File: config.mk
export PLATFORM = sky130hd
export DESIGN_NAME = mmio_uart_tx_flat
export DESIGN_NICKNAME = d
export VERILOG_FILES = /design/src/rtl/mmio_uart_tx_if.sv /design/src/rtl/mmio_uart_tx.sv /design/src/flat_wrapper.sv
export SDC_FILE = /design/constraint.sdc
export NUM_CORES = 1
export LEC_CHECK = 0
export BUFFER_PORTS_ARGS = -buffer_cell sky130_fd_sc_hd__buf_4
export CORE_ASPECT_RATIO = 1.2
export CORE_MARGIN = 3
export CORE_UTILIZATION = 35
export DETAILED_ROUTE_END_ITERATION = 7
export MAX_ROUTING_LAYER = met4
export SLEW_MARGIN = 20
export SYNTH_ARGS = -nofsm -noshare
export SYNTH_HDL_FRONTEND = slang
export SYNTH_SLANG_ARGS = --single-unit
export TNS_END_PERCENT = 10
File: constraint.sdc
create_clock -name clk -period 5.4 [get_ports clk]
set_input_delay 0.27 -clock clk [delete_from_list [all_inputs] [get_ports clk]]
set_output_delay 0.27 -clock clk [all_outputs]
set_load 0.03 [all_outputs]
File: src/rtl/mmio_uart_tx_if.sv
// MMIO bus bundle between the MMU/core and the UART transmitter.
// sel is the MMU's MMIOEnable strobe; readData is returned combinationally.
interface mmio_uart_tx_if;
  logic        sel;
  logic        we;
  logic [15:0] address;
  logic [31:0] writeData;
  logic [31:0] readData;

  modport master (output sel, we, address, writeData, input readData);
  modport slave  (input sel, we, address, writeData, output readData);
endinterface

File: src/rtl/mmio_uart_tx.sv
// Memory-mapped 8N1 UART transmitter.
// CPU stores feed a small TX FIFO that a baud-rate FSM drains onto the tx pin.
module mmio_uart_tx #(
  parameter int unsigned FIFO_DEPTH  = 4,
  parameter logic [15:0] DEFAULT_DIV = 16'd868
) (
  input  logic           clk,
  input  logic           reset,
  mmio_uart_tx_if.slave  bus,
  output logic           tx,
  output logic           busy
);

  localparam int unsigned PTR_W = $clog2(FIFO_DEPTH);
  localparam int unsigned CNT_W = PTR_W + 1;

  localparam logic [1:0] ST_IDLE  = 2'd0;
  localparam logic [1:0] ST_START = 2'd1;
  localparam logic [1:0] ST_DATA  = 2'd2;
  localparam logic [1:0] ST_STOP  = 2'd3;

  localparam logic [1:0] REG_TXDATA  = 2'd0;
  localparam logic [1:0] REG_STATUS  = 2'd1;
  localparam logic [1:0] REG_BAUDDIV = 2'd2;

  logic [7:0]       fifo_q [FIFO_DEPTH];
  logic [PTR_W-1:0] rd_ptr_q, rd_ptr_d, wr_ptr_q, wr_ptr_d;
  logic [CNT_W-1:0] count_q, count_d;
  logic             ovf_q, ovf_d;
  logic [15:0]      div_q, div_d;
  logic [1:0]       state_q, state_d;
  logic [7:0]       shift_q, shift_d;
  logic [2:0]       bit_idx_q, bit_idx_d;
  logic [15:0]      baud_cnt_q, baud_cnt_d;
  logic             tx_q, tx_d;
  logic             busy_q, busy_d;

  logic        wr_en;
  logic [1:0]  reg_sel;
  logic        fifo_full, fifo_empty;
  logic        push, pop;
  logic [15:0] bit_load;
  logic        unused_bits;

  assign wr_en      = bus.sel && bus.we;
  assign reg_sel    = bus.address[3:2];
  assign fifo_full  = (count_q == CNT_W'(FIFO_DEPTH));
  assign fifo_empty = (count_q == '0);
  // Full is judged on the pre-edge count, so a same-cycle pop never rescues a write.
  assign push       = wr_en && (reg_sel == REG_TXDATA) && !fifo_full;
  // A divisor of 0 behaves as 1: the per-bit count is reloaded with div-1.
  assign bit_load   = (div_q == 16'd0) ? 16'd0 : div_q - 16'd1;
  assign unused_bits = ^{bus.address[15:4], bus.address[1:0], bus.writeData[31:16]};

  // Baud FSM: next state, pop request and serial output.
  always_comb begin
    state_d    = state_q;
    shift_d    = shift_q;
    bit_idx_d  = bit_idx_q;
    baud_cnt_d = baud_cnt_q;
    pop        = 1'b0;
    case (state_q)
      ST_IDLE: begin
        if (!fifo_empty) begin
          pop        = 1'b1;
          shift_d    = fifo_q[rd_ptr_q];
          baud_cnt_d = bit_load;
          state_d    = ST_START;
        end
      end
      default: begin
        if (baud_cnt_q != 16'd0) begin
          baud_cnt_d = baud_cnt_q - 16'd1;
        end else begin
          baud_cnt_d = bit_load;
          case (state_q)
            ST_START: begin
              state_d   = ST_DATA;
              bit_idx_d = 3'd0;
            end
            ST_DATA: begin
              if (bit_idx_q == 3'd7) state_d = ST_STOP;
              else                   bit_idx_d = bit_idx_q + 3'd1;
            end
            default: begin
              if (!fifo_empty) begin
                pop     = 1'b1;
                shift_d = fifo_q[rd_ptr_q];
                state_d = ST_START;
              end else begin
                state_d = ST_IDLE;
              end
            end
          endcase
        end
      end
    endcase

    case (state_d)
      ST_START: tx_d = 1'b0;
      ST_DATA:  tx_d = shift_d[bit_idx_d];
      default:  tx_d = 1'b1;
    endcase
  end

  // FIFO pointers/count and the writable registers.
  always_comb begin
    wr_ptr_d = wr_ptr_q;
    rd_ptr_d = rd_ptr_q;
    ovf_d    = ovf_q;
    div_d    = div_q;
    if (push) wr_ptr_d = wr_ptr_q + PTR_W'(1);
    if (pop)  rd_ptr_d = rd_ptr_q + PTR_W'(1);
    count_d = count_q + CNT_W'(push) - CNT_W'(pop);
    if (wr_en && (reg_sel == REG_STATUS) && bus.writeData[3]) ovf_d = 1'b0;
    if (wr_en && (reg_sel == REG_TXDATA) && fifo_full)        ovf_d = 1'b1;
    if (wr_en && (reg_sel == REG_BAUDDIV)) div_d = bus.writeData[15:0];
    busy_d = (state_d != ST_IDLE) || (count_d != '0);
  end

  always_ff @(posedge clk) begin
    if (reset) begin
      state_q    <= ST_IDLE;
      shift_q    <= 8'd0;
      bit_idx_q  <= 3'd0;
      baud_cnt_q <= 16'd0;
      tx_q       <= 1'b1;
      busy_q     <= 1'b0;
      rd_ptr_q   <= '0;
      wr_ptr_q   <= '0;
      count_q    <= '0;
      ovf_q      <= 1'b0;
      div_q      <= DEFAULT_DIV;
    end else begin
      state_q    <= state_d;
      shift_q    <= shift_d;
      bit_idx_q  <= bit_idx_d;
      baud_cnt_q <= baud_cnt_d;
      tx_q       <= tx_d;
      busy_q     <= busy_d;
      rd_ptr_q   <= rd_ptr_d;
      wr_ptr_q   <= wr_ptr_d;
      count_q    <= count_d;
      ovf_q      <= ovf_d;
      div_q      <= div_d;
    end
  end

  // FIFO storage needs no reset; the count decides validity.
  always_ff @(posedge clk) begin
    if (push) fifo_q[wr_ptr_q] <= bus.writeData[7:0];
  end

  // Combinational load path for the single-cycle core.
  always_comb begin
    bus.readData = 32'd0;
    if (bus.sel) begin
      case (reg_sel)
        REG_STATUS:  bus.readData = {28'd0, ovf_q, (state_q != ST_IDLE), fifo_empty, fifo_full};
        REG_BAUDDIV: bus.readData = {16'd0, div_q};
        default:     bus.readData = 32'd0;
      endcase
    end
  end

  assign tx   = tx_q;
  assign busy = busy_q;

endmodule

File: src/flat_wrapper.sv
// flat-port wrapper written by rule: the top's interface ports become plain ports
module mmio_uart_tx_flat 
#(
  parameter int unsigned FIFO_DEPTH  = 4,
  parameter logic [15:0] DEFAULT_DIV = 16'd868
)
  (clk, reset, tx, busy, bus_sel, bus_we, bus_address, bus_writeData, bus_readData);
  mmio_uart_tx_if bus_i ();
  input  logic clk;
  input  logic reset;
  output logic tx;
  output logic busy;
  input wire logic [$bits(bus_i.sel)-1:0] bus_sel;
  input wire logic [$bits(bus_i.we)-1:0] bus_we;
  input wire logic [$bits(bus_i.address)-1:0] bus_address;
  input wire logic [$bits(bus_i.writeData)-1:0] bus_writeData;
  output wire logic [$bits(bus_i.readData)-1:0] bus_readData;
  assign bus_i.sel = bus_sel;
  assign bus_i.we = bus_we;
  assign bus_i.address = bus_address;
  assign bus_i.writeData = bus_writeData;
  assign bus_readData = bus_i.readData;
  mmio_uart_tx #(.FIFO_DEPTH(FIFO_DEPTH), .DEFAULT_DIV(DEFAULT_DIV)) u_core (.clk(clk), .reset(reset), .bus(bus_i), .tx(tx), .busy(busy));
endmodule
## Yosys cells after proc, flatten, opt, wreduce, memory -nomap -nowiden

Memories as Yosys holds them, arrays and structs flattened. A register that Yosys moved wholly into a read port is not among the register bits.
Cells that the tools add are included.
Widths: inputs -> output; s select.

- Add/subtract/negate cells: 7
- Multipliers: 0
- Div/mod/pow operators: 0
- Magnitude comparators: 1
- Equal/unequal tests: 9
- Shift operators: 0
- Multiplexer cells: 33
- Bitwise operators: 0
- Reductions and logical operators: 19

Operators with widths:

| operator | number |
|---|---|
| $mux 16 | 4 |
| $mux 32 | 1 |
| $mux 8 | 4 |
| $pmux 16 s2 | 1 |
| $sub 16x1->16 const B | 2 |
| $logic_not 16->1 | 1 |
| $reduce_bool 16->1 | 1 |
| $mux 2 | 6 |
| $mux 1 | 10 |
| $mux 3 | 3 |
| $logic_and 1x1->1 | 7 |
| $eq 2x1->1 const B | 3 |
| $eq 2x2->1 const B | 3 |
| $eq 3x3->1 const B | 2 |
| $pmux 3 s2 | 1 |
| $reduce_bool 2->1 | 3 |
| $add 2x1->2 const B | 2 |
| $logic_not 2->1 | 2 |
| $lt 3x4->1 const B | 1 |
| $pmux 2 s2 | 1 |
| $add 3x1->3 | 1 |
| $add 3x1->3 const B | 1 |
| $bmux 1 s3 | 1 |
| $logic_not 3->1 | 1 |
| other kinds (7) | 7 |

- Bits in registers: 55
- Latch bits: 0
- Memory bits (writable): 32
- ROM bits: 0
- Output and inout bits: 34
- Word-level logic and storage cells: 81
- Memories: 1

Memory list:

| memory | depth | width | rd ports | clocked after Yosys merged registers in | wr ports | line | text |
|---|---|---|---|---|---|---|---|
| u_core.fifo_q | 4 | 8 | 1 | 1 | 1 | mmio_uart_tx.sv:26 | `logic [7:0] fifo_q [FIFO_DEPTH];` |

## Depth between registers and ports, before layout

Gate-level depths: netlist (run 1).

- Depth in word-level cells: 8
- Depth in mapped cells: 14
- Gate-level depth less buffers: 13

## Worst setup path after synthesis (run 1)

No wires, ideal clock.

- Path kind: reg-to-reg
- From: register u_core.state_q[0]
- To: register u_core.busy_q (netlist: u_core.busy)
- Data arrival time: 3.079 ns
- Data required time: 5.266 ns
- Slack: 2.187 ns
- Cell stages (with the launch flop): 15
- Clock period less this slack: 3.213 ns
- Path through: dfxtp_1 > inv_1 > ha_1 > nor4_1 > nand4_2 > a21oi_2 > buf_6 > ha_1 > inv_1 > ha_1 > inv_1 > fa_1 > nor2_1 > or2_2 > or4_1

- Word-level cells in the longest chain between the ends: 8

RTL lines:

| what | line | text |
|---|---|---|
| start, declared | mmio_uart_tx.sv:31 | `logic [1:0] state_q, state_d;` |
| start signal, assigned | mmio_uart_tx.sv:135 | `state_q <= state_d;` |
| $eq 2x1->1 or $eq 2x2->1 (tied branches) | mmio_uart_tx.sv:76 | `case (state_q)` |
| $reduce_or 2->1 (no line) | -- |  |
| $mux 1 | mmio_uart_tx.sv:76 |  |
| $mux 1 | mmio_uart_tx.sv:72 | `if (baud_cnt_q != 16'd0) begin` |
| $mux 1 | mmio_uart_tx.sv:62 | `case (state_q)` |
| $sub 3x1->3 | mmio_uart_tx.sv:114 | `count_d = count_q + CNT_W'(push) - CNT_W'(pop);` |
| $reduce_bool 3->1 | mmio_uart_tx.sv:118 | `busy_d = (state_d != ST_IDLE) \|\| (count_d != '0);` |
| $logic_or 1x1->1 * | mmio_uart_tx.sv:118 |  |
| end signal, assigned | mmio_uart_tx.sv:140 | `busy_q <= busy_d;` |
| end, declared | mmio_uart_tx.sv:36 | `logic busy_q, busy_d;` |

Every way passes the cells marked *; elsewhere a longest branch is shown, timed or not.
A chain may end at the register's enable or synchronous reset.

## Worst setup path in the final report (run 1)

Ends and elaborated chain as after synthesis.

==> results of run 1 <==
[worst min-delay path by stage]
stage                     startpoint  slack, ps             endpoint  cells past startpoint
finish              bus_writeData[7]        140  u_core.fifo_q[2][7]                      1
global placement        u_core.ovf_q        450         u_core.ovf_q                      2
detailed placement      u_core.ovf_q        460         u_core.ovf_q                      2
CTS                 bus_writeData[7]        130  u_core.fifo_q[2][7]                      1
global route        bus_writeData[7]        130  u_core.fifo_q[1][7]                      1
floorplan           bus_writeData[0]        370  u_core.fifo_q[0][0]                      0
[power groups by stage]
stage,registers (mW),clock network [mW],logic (mW)
2_1_floorplan,0.888,0,0.733
3_3_place_gp,0.910,0,0.868
3_5_place_dp,0.913,0,0.885
4_1_cts,0.898,0.679,0.888
5_1_grt,0.912,0.710,0.989
6_report,0.898,0.668,0.883
[flip-flops by register name, indices dropped and copies added, names as in the netlist, named ones only]
| name | flops |
|---|---|
| u_core.shift_q | 8 |
| u_core.bit_idx_q | 3 |
| u_core.count_q | 3 |
| u_core.tx | 1 |
| u_core.busy | 1 |
| u_core.baud_cnt_q | 16 |
| u_core.state_q | 2 |
| u_core.div_q | 16 |
| u_core.wr_ptr_q | 2 |
| u_core.ovf_q | 1 |
| u_core.fifo_q | 32 |
| u_core.rd_ptr_q | 2 |
[cells in the final DEF, fill, tap and decap left out, types with 11 or more instances in the layout]
master	instances
buf_4	39
nand3_1	12
nand2_1	51
dfxtp_1	57
inv_1	18
xnor2_1	11
conb_1	16
ha_1	16
edfxtp_1	32
and3_1	15
mux2i_1	13
a21oi_1	29
nor3_1	16
o21ai_0	13
nor2_1	50
[routing by layer]
| metal | up-vias | wire length [um] | global-route usage (%) |
|---|---|---|---|
| li1 | 1756 | - | - |
| met1 | 1670 | 4830 | 18.5 |
| met2 | 95 | 5030 | 23.6 |
| met3 | 6 | 406 | 2.70 |
| met4 | 0 | 107 | 4.60 |
| met5 | - | 0 | - |
[cells by family after synthesis]
logic type / synth area share (%)
buffers and inverters: 6.19
adders and majority gates: 4.71
xor gates and xnor gates: 3.56
AOI/OAI and AO/OA: 13.1
other: 0.0803
DFF: 45.0
and+or+nand+nor: 20.4
muxes: 6.96
[layout make-up]
type | instances | share of cell area, %
Inverter | 18 | 1.27
Tap cell | 164 | 3.86
Sequential cell | 89 | 39.5
Clock buffer | 9 | 4.23
Timing Repair Buffer | 39 | 5.50
Multi-Input combinational cell | 347 | 43.9
Clock inverter | 7 | 1.72
[metrics by stage]
| step | utilization, % | hold slack (ps) |
|---|---|---|
| 2_1_floorplan | - | 369 |
| 3_3_place_gp | 39.0 | 446 |
| 3_5_place_dp | 39.0 | 462 |
| 4_1_cts | 41.5 | 134 |
| 5_1_grt | 41.5 | 131 |
| 6_report | 41.5 | 143 |
==> flow_summary.toml, run 1 <==
[outcome]
status = "finished clean"

[clocking]
ctsResizeCount = 0
ctsHoldBuffers = 0
cts_made_buffers = 9
cts.path.max_buffers = 2
clock-root-buffer = "clkbuf_16"
cts_setup_buffers = 0
htreeDepth = 3
clkTransAtPathRegs_ps = 70
cts_sinks = 89
cts_tree = "yes"
clock_latency_ps = 340

[yosys]
synthFlopType = "dfxtp_1"
synth_top_cells_by_area = "dfxtp_1 24%, edfxtp_1 21%, ha_1 4.3%, nand2_1 4.1%, nor2_1 4.0%"
synth_seq_cells = 89
synthCells = 479
yosysUniqueCellTypes = 64
yosys.area.top_type_share_pct = 24.4
synth_common_cells = "57 x dfxtp_1, 51 x nand2_1, 50 x nor2_1"
ys_seq_area_share_pct = 45.0
syn_area_per_cell_um2 = 9.75
yosysMostFrequentCell = "dfxtp_1"
yosys.area.top_type = "dfxtp_1"
syn-cell-area_um2 = 4670
yosysWarnings = 0
synth_edf_count = 32
async_flop_share_pct = 0

[grt]
grt_use_total_pct = 14.5
grt_max_degree = 55
grt_overflow_total = 0
grt_antenna_before_repair = 0
grt_pass1_wl_mm = 17.1
first_global_vias = 3377

[routing]
wl_per_cell_um = 15.4
drt-total-wl_mm = 10.4
vias = 3527
drt_pass1_iterations = 4
drc = 0
ant_nets = 0
first_iter_violations = 220
routed_via_density = 5.24

[placed_design]
place_inst = 657
post-place-ws_ps = 1590
io_buffers = 39
hpwlAfterDp_mm = 7.45
gp_congestion = 0.862
place_area_um2 = 5000

[critical_path]
rr_startpoint = "u_core.state_q[0]"
start_kind = "flip-flop"
worstPathCellList = "inv_1 > ha_1 > nor4_1 > nand4_2 > a21oi_2 > ha_1 > inv_1 > ha_1 > inv_1 > fa_1 > nor2_1 > or2_2 > or4_1"
required_ps = 5610
slowest_stage = "a21oi_2"
worst_setup_path_end_kind = "flip-flop"
cp_num_cells = 13
critPathMaxFanout = 11
cp_top_family = "adder cells"
worst_r2r_endpoint = "u_core.busy"
worstSetupPathType = "reg2reg"
path_buf_inv = 3
worst_ep_arrival_time_ps = 4010
crit_path_max_incr_delay_ps = 620
endpoint = "u_core.busy"
setup.worst_path.start = "u_core.state_q[0]"
reg2reg_setup_slack_ps = 1600
reg2reg_depth = 13

[die]
start_util_pct = 36.4
dieWidth_um = 111
die_area_um2 = 14800
ioPinCount = 86
row_count = 45
die_h_um = 133
coreArea_um2 = 12800

[pwr]
leakagePower_nw = 2.05
combPwrFrac_pct = 36.0
switching_power_mw = 0.921
fin_total_pwr_mw = 2.45
netSwitchingFraction_pct = 37.6
seqPwrFrac_pct = 36.7
irDropWorstVdd_mv = 0.210
power_density_nw_per_um2 = 460
clockPowerShare_pct = 27.3
power.internal_mw = 1.53

[timing]
fin_crit_ps = 3800
slew_violations = 0
final_hold_viol_count = 0
fin_ws_ps = 1600
setup_viol = 0
relSlewSlack_pct = 50.0
rsz0062_at_grt = "no"
fin_crit_sh_pct = 70.4
max_freq_ghz = 0.263
clock_skew_ps = 6.68
timing.setup.tns_ps = 0
tightestPinTransition_ps = 748

[layout]
fin_cells = 673
areaGrowthSynthToFinish_pct = 13.9
multi_input_area_um2 = 2340
final_area_um2 = 5320
nets = 573
drive_gt1_share_pct = 14.9
regArea_um2 = 2100
diodes = 0
fillerInstances = 1277

[min_path]
hp-class = "in2reg"

[job]
cap_viol_max_count = 0
Power figures use the tool's default switching activity.
==> run 2, diff against run 1 <==
--- a/config.mk
+++ b/config.mk
@@ -5,6 +5,7 @@
 export SDC_FILE = /design/constraint.sdc
 export NUM_CORES = 1
 export LEC_CHECK = 0
+export ABC_AREA = 1
 export BUFFER_PORTS_ARGS = -buffer_cell sky130_fd_sc_hd__buf_4
 export CORE_ASPECT_RATIO = 1.2
 export CORE_MARGIN = 3
==> constraint.sdc (replaced) <==
create_clock -name clk -period 3.7 [get_ports clk]
set_input_delay 0.185 -clock clk [delete_from_list [all_inputs] [get_ports clk]]
set_output_delay 0.185 -clock clk [all_outputs]
set_load 0.03 [all_outputs]
==> flow_summary.toml, run 2 <==
[timing]
rsz0062_at_grt = "no"
final_hold_viol_count = 0
max_freq_ghz = 0.332
clock_skew_ps = 9.11
setup_viol = 0
timing.setup.tns_ps = 0
fin_crit_sh_pct = 81.5
fin_ws_ps = 685
relSlewSlack_pct = 42.9
fin_crit_ps = 3010
slew_violations = 0
tightestPinTransition_ps = 856

[clocking]
cts_setup_buffers = 0
htreeDepth = 3
cts_sinks = 89
ctsResizeCount = 0
clock_latency_ps = 340
ctsHoldBuffers = 0
cts_made_buffers = 9
clkTransAtPathRegs_ps = 70
cts_tree = "yes"
clock-root-buffer = "clkbuf_16"
cts.path.max_buffers = 2

[layout]
areaGrowthSynthToFinish_pct = 13.8
top_regs = "u_core.fifo_q: 32 flops, u_core.baud_cnt_q: 16 flops, u_core.div_q: 16 flops"
final_area_um2 = 5450
diodes = 0
final_common_cell = "nand2_1"
top_register = "u_core.fifo_q"
drive_gt1_share_pct = 12.1
layout_common_cells = "107 x nand2_1, 83 x inv_1, 63 x nor2_1, 57 x dfxtp_1, 49 x a21oi_1"
largest_reg_flops = 32
nets = 715

[yosys]
yosys.area.top_type_share_pct = 23.8
yosysMostFrequentCell = "nand2_1"
synth_top_cells_by_area = "dfxtp_1 24%, edfxtp_1 20%, nand2_1 8.4%, inv_1 6.5%, a21oi_1 5.1%"
synth_common_cells = "107 x nand2_1, 83 x inv_1, 63 x nor2_1"
syn_area_per_cell_um2 = 7.82
synthFlopType = "dfxtp_1"
syn-cell-area_um2 = 4790
synthCells = 613
yosysUniqueCellTypes = 42
async_flop_share_pct = 0
yosysWarnings = 0
yosys.area.top_type = "dfxtp_1"
synth_seq_cells = 89
synth_edf_count = 32
ys_seq_area_share_pct = 43.9

[grt]
grt_use_total_pct = 15.4
first_global_vias = 3775
grt_max_degree = 31
grt_overflow_total = 0
grt_antenna_before_repair = 0
grt_pass1_wl_mm = 18.5

[placed_design]
gp_congestion = 0.842
hpwlAfterDp_mm = 8.19
io_buffers = 39
place_area_um2 = 5170
post-place-ws_ps = 712

[die]
dieWidth_um = 113
ioPinCount = 86
coreArea_um2 = 13300
row_count = 46
die_area_um2 = 15100
die_h_um = 134
start_util_pct = 36.1

[critical_path]
crit_path_max_incr_delay_ps = 370
start_kind = "flip-flop"
critPathMaxFanout = 17
reg2reg_depth = 18
cp_num_cells = 18
worstSetupPathType = "reg2reg"
slowest_stage = "fa_1"
worst_ep_arrival_time_ps = 3240
path_buf_inv = 5
reg2reg_setup_slack_ps = 690
required_ps = 3920
cp_top_family = "simple AND/OR/NAND/NOR gates"
worstPathCellList = "inv_1 > ha_1 > nand2_1 > nor2_2 > nand2_4 > nand2_8 > nand3_4 > inv_1 > ha_1 > inv_1 > ha_1 > inv_1 > fa_1 > xor2_1 > inv_1 > nor2_1 > nor3_1 > nand2_1"
worst_setup_path_end_kind = "flip-flop"
crit_top_cell = "inv_1"

[routing]
drc = 0
drt-total-wl_mm = 11.1
wl_per_cell_um = 13.5
drt_pass1_iterations = 4
ant_nets = 0
routed_via_density = 4.91
vias = 4025
first_iter_violations = 210

[job]
cap_viol_max_count = 0

[pwr]
irDropWorstVdd_mv = 0.377
leakagePower_nw = 2.38
power_density_nw_per_um2 = 692

[min_path]
hold_depth = 1
hp-class = "in2reg"

[outcome]
status = "finished clean"
-- run 2: report_power, final --
part / switching, mW / internal [mW]
clock: 0.409 / 0.468
combinational: 1.04 / 0.528
sequential: 0.139 / 1.19
-- run 2: worst paths after layout --
kind	startpoint	end
worst max-delay path	u_core.baud_cnt_q[0]	u_core.busy
worst min register to register	u_core.rd_ptr_q[1]	flip-flop
worst max register to register	u_core.baud_cnt_q[0]	u_core.busy
worst min-delay path	bus_writeData[1]	u_core.fifo_q[0][1]
-- run 2: area by class of cell --
class / instances / area [um^2]
clock buffer: 9 / 225
inverter: 87 / 327
timing repair buffer: 40 / 300
clock inverter: 7 / 61.3
fill: 1346 / 7840
multi-input combinational: 419 / 2230
sequential: 89 / 2100
tap: 168 / 210
-- run 2: cells by family (layout without fill, tap and decap cells) --
| logic type | count (synthesis) | in the layout | synth area share [%] |
|---|---|---|---|
| flip-flops | 89 | 89 | 43.9 |
| AND/OR/NAND/NOR | 247 | 247 | 22.9 |
| adder cells (fa/ha/maj) | 17 | 17 | 4.59 |
| other | 1 | 16 | 0.0782 |
| AO/OA/AOI/OAI | 123 | 123 | 14.8 |
| buffers and inverters | 120 | 143 | 10.9 |
| XOR/XNOR | 16 | 16 | 2.92 |
-- run 2: through the flow --
stage	instances	util, %	hold slack [ps]	total power [mW]
detailed placement	803	38.9	410	2.91
global placement	803	38.9	407	2.88
floorplan	628	-	284	2.58
global route	819	41.0	60.8	4.08
CTS	819	41.0	55.4	3.80
finish	819	41.0	63.3	3.77
-- run 2: per-layer routing --
metal  up-vias  share of wire [%]  global-route usage [%]  routed length [um]
li1       2060                  -                       -                   -
met1      1874                 47                    19.8                5210
met2        85                 49                    25.0                5400
met3         6                3.4                    2.62                 382
met4         0               0.68                    4.34                  75
met5         -                  0                       -                   0
